==> config.mk <==
export PLATFORM = sky130hd
export DESIGN_NAME = ctrl_pipe
export DESIGN_NICKNAME = d
export VERILOG_FILES = /design/src/rtl/ctrl_pipe.sv
export SDC_FILE = /design/constraint.sdc
export NUM_CORES = 1
export LEC_CHECK = 0
export CORE_ASPECT_RATIO = 1.1
export CORE_MARGIN = 1.5
export CORE_UTILIZATION = 48
export CTS_BUF_LIST = sky130_fd_sc_hd__clkbuf_16
export CTS_CLUSTER_SIZE = 12
export DETAILED_ROUTE_END_ITERATION = 8
export PLACE_DENSITY = 0.89
export REMOVE_ABC_BUFFERS = 1
export SYNTH_ARGS = -nofsm -noshare
export SYNTH_HDL_FRONTEND = slang
export SYNTH_SLANG_ARGS = --single-unit
export TNS_END_PERCENT = 100
==> constraint.sdc <==
create_clock -name clk -period 3.1 [get_ports clk]
set_clock_uncertainty 0.05 [all_clocks]
set_input_delay 0.465 -clock clk [delete_from_list [all_inputs] [get_ports clk]]
set_output_delay 0.465 -clock clk [all_outputs]
set_load 0.005 [all_outputs]
==> src/rtl/ctrl_pipe.sv <==
// Pipeline control carrier for the 5-stage MIPS core: ID/EX, EX/MEM, MEM/WB
// control registers plus load-use stall and branch flush. Optional counters: CTRL_PIPE_STATS_EN.
//
// state  | meaning (implicit, held in ID/EX content)
// IDLE   | no load in ID/EX whose rt feeds the instruction in ID
// STALL1 | load in ID/EX feeds ID; bubble goes into ID/EX, which returns to IDLE
module ctrl_pipe #(
    parameter int REG_W   = 5,
    parameter int ALUOP_W = 2
) (
    input  logic               clk,
    input  logic               rst_n,
    input  logic [ALUOP_W+1:0] id_ex,
    input  logic [3:0]         id_m,
    input  logic [1:0]         id_wb,
    input  logic [REG_W-1:0]   id_rs,
    input  logic [REG_W-1:0]   id_rt,
    input  logic [REG_W-1:0]   id_rd,
    input  logic               branch_taken,
    output logic               stall,
    output logic               flush_ifid,
    output logic               ex_reg_dst,
    output logic [ALUOP_W-1:0] ex_alu_op,
    output logic               ex_alu_src,
    output logic [REG_W-1:0]   ex_rt,
    output logic               mem_branch,
    output logic               mem_read,
    output logic               mem_write,
    output logic               wb_reg_write,
    output logic               wb_mem_to_reg,
`ifdef CTRL_PIPE_STATS_EN
    output logic [15:0]        stall_cnt,
    output logic [15:0]        flush_cnt,
`endif
    output logic [REG_W-1:0]   wb_dest
);

    typedef struct packed {
        logic               reg_dst;
        logic [ALUOP_W-1:0] alu_op;
        logic               alu_src;
        logic               branch;
        logic               mem_read;
        logic               mem_write;
        logic               reg_write;
        logic               mem_to_reg;
        logic [REG_W-1:0]   rs;
        logic [REG_W-1:0]   rt;
        logic [REG_W-1:0]   rd;
    } idex_t;

    typedef struct packed {
        logic             branch;
        logic             mem_read;
        logic             mem_write;
        logic             reg_write;
        logic             mem_to_reg;
        logic [REG_W-1:0] dest;
    } exmem_t;

    typedef struct packed {
        logic             reg_write;
        logic             mem_to_reg;
        logic [REG_W-1:0] dest;
    } memwb_t;

    idex_t  idex_q,  idex_d;
    exmem_t exmem_q, exmem_d;
    memwb_t memwb_q, memwb_d;
    logic   load_use;

    // rs is carried for the forwarding unit; id_m[3] is a spare decoder bit
    logic unused_bits;
    assign unused_bits = ^{id_m[3], idex_q.rs};

    assign load_use = idex_q.mem_read && (idex_q.rt != '0) &&
                      ((idex_q.rt == id_rs) || (idex_q.rt == id_rt));
    assign stall      = load_use && !branch_taken;
    assign flush_ifid = branch_taken;

    always_comb begin
        idex_d = '0;
        if (!branch_taken && !stall) begin
            idex_d.reg_dst   = id_ex[ALUOP_W+1];
            idex_d.alu_op    = id_ex[ALUOP_W:1];
            idex_d.alu_src   = id_ex[0];
            idex_d.branch    = id_m[2];
            idex_d.mem_read  = id_m[1];
            idex_d.mem_write = id_m[0];
            idex_d.reg_write = id_wb[1];
            // written as an if so an unknown MemtoReg settles to 0
            if (id_wb[0] == 1'b1)
                idex_d.mem_to_reg = 1'b1;
            idex_d.rs = id_rs;
            idex_d.rt = id_rt;
            idex_d.rd = id_rd;
        end
    end

    always_comb begin
        exmem_d = '0;
        if (!branch_taken) begin
            exmem_d.branch     = idex_q.branch;
            exmem_d.mem_read   = idex_q.mem_read;
            exmem_d.mem_write  = idex_q.mem_write;
            exmem_d.reg_write  = idex_q.reg_write;
            exmem_d.mem_to_reg = idex_q.mem_to_reg;
            if (idex_q.reg_write) begin
                if (idex_q.reg_dst == 1'b1)
                    exmem_d.dest = idex_q.rd;
                else
                    exmem_d.dest = idex_q.rt;
            end
        end
    end

    always_comb begin
        memwb_d            = '0;
        memwb_d.reg_write  = exmem_q.reg_write;
        memwb_d.mem_to_reg = exmem_q.mem_to_reg;
        memwb_d.dest       = exmem_q.dest;
    end

    always_ff @(posedge clk or negedge rst_n) begin
        if (!rst_n) begin
            idex_q  <= '0;
            exmem_q <= '0;
            memwb_q <= '0;
        end else begin
            idex_q  <= idex_d;
            exmem_q <= exmem_d;
            memwb_q <= memwb_d;
        end
    end

`ifdef CTRL_PIPE_STATS_EN
    always_ff @(posedge clk or negedge rst_n) begin
        if (!rst_n) begin
            stall_cnt <= '0;
            flush_cnt <= '0;
        end else begin
            if (stall && (stall_cnt != 16'hFFFF))
                stall_cnt <= stall_cnt + 16'd1;
            if (branch_taken && (flush_cnt != 16'hFFFF))
                flush_cnt <= flush_cnt + 16'd1;
        end
    end
`endif

    assign ex_reg_dst    = idex_q.reg_dst;
    assign ex_alu_op     = idex_q.alu_op;
    assign ex_alu_src    = idex_q.alu_src;
    assign ex_rt         = idex_q.rt;
    assign mem_branch    = exmem_q.branch;
    assign mem_read      = exmem_q.mem_read;
    assign mem_write     = exmem_q.mem_write;
    assign wb_reg_write  = memwb_q.reg_write;
    assign wb_mem_to_reg = memwb_q.mem_to_reg;
    assign wb_dest       = memwb_q.dest;

endmodule

Yosys cells after proc, flatten, opt, wreduce, memory -nomap -nowiden
Index checks and enable logic that the tools add are counted.
{"block": "word_totals", "ff_bits": 36, "out_inout_bits": 21, "elab_cells": 34}
{"block": "op_classes", "eq_ne": 2, "muxes": 5, "reduce_logical": 8}
{"cell": "24-bit two-way mux", "count": 1}
{"cell": "5-bit equality test", "count": 2}
{"cell": "10-bit two-way mux", "count": 1}
{"cell": "5-bit two-way mux", "count": 2}
{"cell": "5-bit nonzero test", "count": 1}
{"cell": "1-bit logical AND", "count": 4}
{"cell": "1-bit zero test", "count": 2}
{"cell": "1-bit logical OR", "count": 1}
{"cell": "1-bit two-way mux", "count": 1}

Longest topological paths before layout
{"block": "logic_depth", "ltp_word": 7, "ltp_mapped": 5}

Least setup slack after synthesis
OpenSTA, ideal clock, no wires.
{"block": "synth_path", "kind": "flip-flop to output port", "from": "register idex_q (netlist bit ex_rt[4])", "to": "output stall", "t_arrival_ns": 1.419, "required_time_ns": 2.585, "path_slack_ns": 1.166, "stages_incl_launch_ff": 5, "path_buffers": 1, "cell_sequence": "dfrtp_1 or4_1 o21a_1 buf_6 and3b_1"}
{"block": "synth_via", "elab_chain_len": 4}
{"element": "from (decl)", "line": "67", "rtl": "idex_t idex_q, idex_d;"}
{"element": "from (signal assigned)", "line": "130", "rtl": "idex_q <= idex_d;"}
{"element": "5-bit equality test / 5-bit nonzero test (equally long branches)", "line": "77, 76"}
{"element": "1-bit logical OR / 1-bit logical AND (equally long branches)", "line": "77, 76"}
{"element": "1-bit logical AND *", "line": "76", "rtl": "assign load_use = idex_q.mem_read && (idex_q.rt != '0) &&"}
{"element": "1-bit logical AND *", "line": "78", "rtl": "assign stall = load_use && !branch_taken;"}
{"element": "to (decl)", "line": "20", "rtl": "output logic stall,"}
Every way passes the cells marked *; elsewhere a longest branch is shown, timed or not.

Final worst setup path
{"block": "layout_path", "from": "input id_rt[0]", "to": "output stall"}
{"block": "layout_via", "elab_chain_len": 4}
{"element": "from (decl)", "line": "17", "rtl": "input logic [REG_W-1:0] id_rt,"}
{"element": "5-bit equality test", "line": "77", "rtl": "((idex_q.rt == id_rs) || (idex_q.rt == id_rt));"}
{"element": "1-bit logical OR", "line": "77"}
{"element": "1-bit logical AND", "line": "76"}
{"element": "1-bit logical AND", "line": "78"}
No other way between the ends.

==> run metrics <==
status finished clean; Die Ht 60.8 um; Setup CP Type input pin to output pin; GR Overflow Total 0; CP max FO 2; final setup fails 0; commonest cells after routing, fill and taps aside 47 x clkdlybuf4s50_1, 36 x dfrtp_1, 20 x nand2b_1; Crit path max-delay family buffers and inverters; fraction of layout instances using a drive strength above 1 7.19%; largest net degree at the start of global routing 37; #FFs+latches synth 36; die boundary width 55.5 um; Placed Area 0.00190 mm^2; internal power 0.943 mW; slowest CP cell clkdlybuf4s50_1; Ant. Diodes 0; Row Count 20; Synth Cell Area 0.00146 mm^2; via count 997; later-pin clock latency in the skew report 280 ps; hold path depth 0; total CTS buffers 5; critical path's largest stage delay 520 ps; Sw Ratio 20.7%; Synth warnings 0; Clk pwr share 47.1%; Critical Path RT 2580 ps; reg-to-reg startpoint ex_rt[0]; Hold Path Class flop to flop; Worst Max-Slew Pin Slew 432 ps; WL/cell 14.3 um; DPL Wire Length 1980 um; Initial Util 51.5%; Crit path top cell by count clkdlybuf4s50_1; initial DRC count 14; achievable clock frequency 373 MHz; clock buffer depth 2; WHS Endpoint wb_dest[1]; commonest non-fill, non-tap cell in the layout clkdlybuf4s50_1; maxcap violations 0; initial antenna violation count 0; cell area power density 576 mW/mm^2; Largest register FFs 10; global-route wire length before repair 4770 um; Synth cell types 18; Max-slew headroom 71.2%; largest registers idex_q: 10 flops, exmem_q: 7 flops; Worst-path clk slew 60 ps; drt pass-1 iters 4; htree depth 2; setup tns final 0 ps; Gate power share 10.7%; Routed WL 2860 um; P_leak 0.919 nW; worst r2r path cells 4; vias in the first global route 1064; gpl congestion 0.745; Final ANT Viol Nets 0; RSZ-0062 raised after global routing no; Final Hold Viols 0; minimum clock period 2680 ps; reg2reg setup slack 1390 ps; number of vias per cell 4.99; Worst setup SP type input pin; Critical Path End Type output pin; hold_sp exmem_q[1]; largest register by flop count idex_q; TritonCTS clock tree done; IO Pins 49; critical path data arrival time 2170 ps; post_cts resized 0; reg2reg end ex_rt[0]; die area 0.00337 mm^2; port buffer count 47; Setup Fix Bufs, Post-CTS 0; # hold bufs at CTS 0; Final Cycle Share 86.5%; # DRC 0; Core Region 0.00283 mm^2; critical path cell sequence clkdlybuf4s50_1 > xnor2_1 > nand3_1 > o22ai_1 > and3b_1 > clkdlybuf4s50_1; Area Growth Syn to Fin 41.7%; Final Cell Area 0.00206 mm^2; sequential share of power 42.3%; Sw Pwr 0.247 mW; Max VDD drop 501 uV; clk sinks 36; register area share after synthesis 61.9%; Post-Synthesis Cells 123; Avg Cell Area, Syn 11.8 um^2; Final #Nets 194; root buf cell clkbuf_16; total track usage 19.4%; Bufs and invs on worst path 2; Max Slew Vio Count 0
[power by group through the flow]
stage	sequential, mW	combinational (mW)	clock (mW)
2_1_floorplan	0.509	0.0434	0
3_3_place_gp	0.509	0.122	0
3_5_place_dp	0.510	0.127	0
4_1_cts	0.502	0.128	0.566
5_1_grt	0.505	0.138	0.589
6_report	0.502	0.127	0.560
[logic make-up (layout without fill, tap and decap cells)]
kind of cell,after synthesis,count (layout),synth area share [%]
buffers and inverters,16,60,7.30
xor gates and xnor gates,10,10,6.01
muxes,5,5,3.44
DFF,36,36,61.9
and+or+nand+nor,35,35,13.9
AOI/OAI and AO/OA,21,21,7.47
[synth_stat cells]
master	instances	area [um^2]
dfrtp_1	36	901
nand2b_1	20	125
a21oi_1	19	95.1
xnor2_1	10	87.6
buf_4	8	60.1
mux2i_1	5	50.1
nor2_1	5	18.8
clkbuf_1	4	15.0
nor2b_1	4	25.0
buf_6	2	22.5
nand2_1	2	7.51
nand3_1	2	10.0
and3b_1	1	8.76
buf_2	1	5.00
inv_1	1	3.75
o21a_1	1	7.51
o22ai_1	1	6.26
or4_1	1	7.51
[worst max-delay path by stage]
stage,from,endpoint,slack [ps],cells after the start
4_1_cts,id_rt[0],stall,420,6
6_report,id_rt[0],stall,420,6
2_1_floorplan,id_rs[2],stall,870,4
5_1_grt,id_rt[0],stall,380,6
3_3_place_gp,id_rt[4],stall,470,6
3_5_place_dp,id_rt[0],stall,440,6
[per-stage QoR]
stage	util [%]	hold WS [ps]	total power, mW	cells	setup WS (ps)
final	73.0	296	1.19	200	417
after global routing	73.0	307	1.23	200	384
after CTS	73.0	298	1.20	200	421
after detailed placement	67.0	286	0.637	192	438
after global placement	67.0	283	0.631	192	470
after floorplan	-	119	0.552	108	875
[metal layers]
metal | wire (um) | vias up | GRT usage, %
met2 | 1540 | 37 | 37.4
met5 | 0 | - | 0
met4 | 65 | 0 | 7.32
met3 | 155 | 5 | 8.10
li1 | - | 471 | -
met1 | 1100 | 484 | 18.9
[cell type report]
type / instances / area [um^2]
Sequential cell: 36 / 901
Clock inverter: 3 / 42.5
Timing Repair Buffer: 51 / 500
Fill cell: 194 / 764
Inverter: 1 / 3.75
Clock buffer: 5 / 125
Tap cell: 33 / 41.3
Multi-Input combinational cell: 71 / 449
No activity file was read; power rests on OpenSTA's default activity.
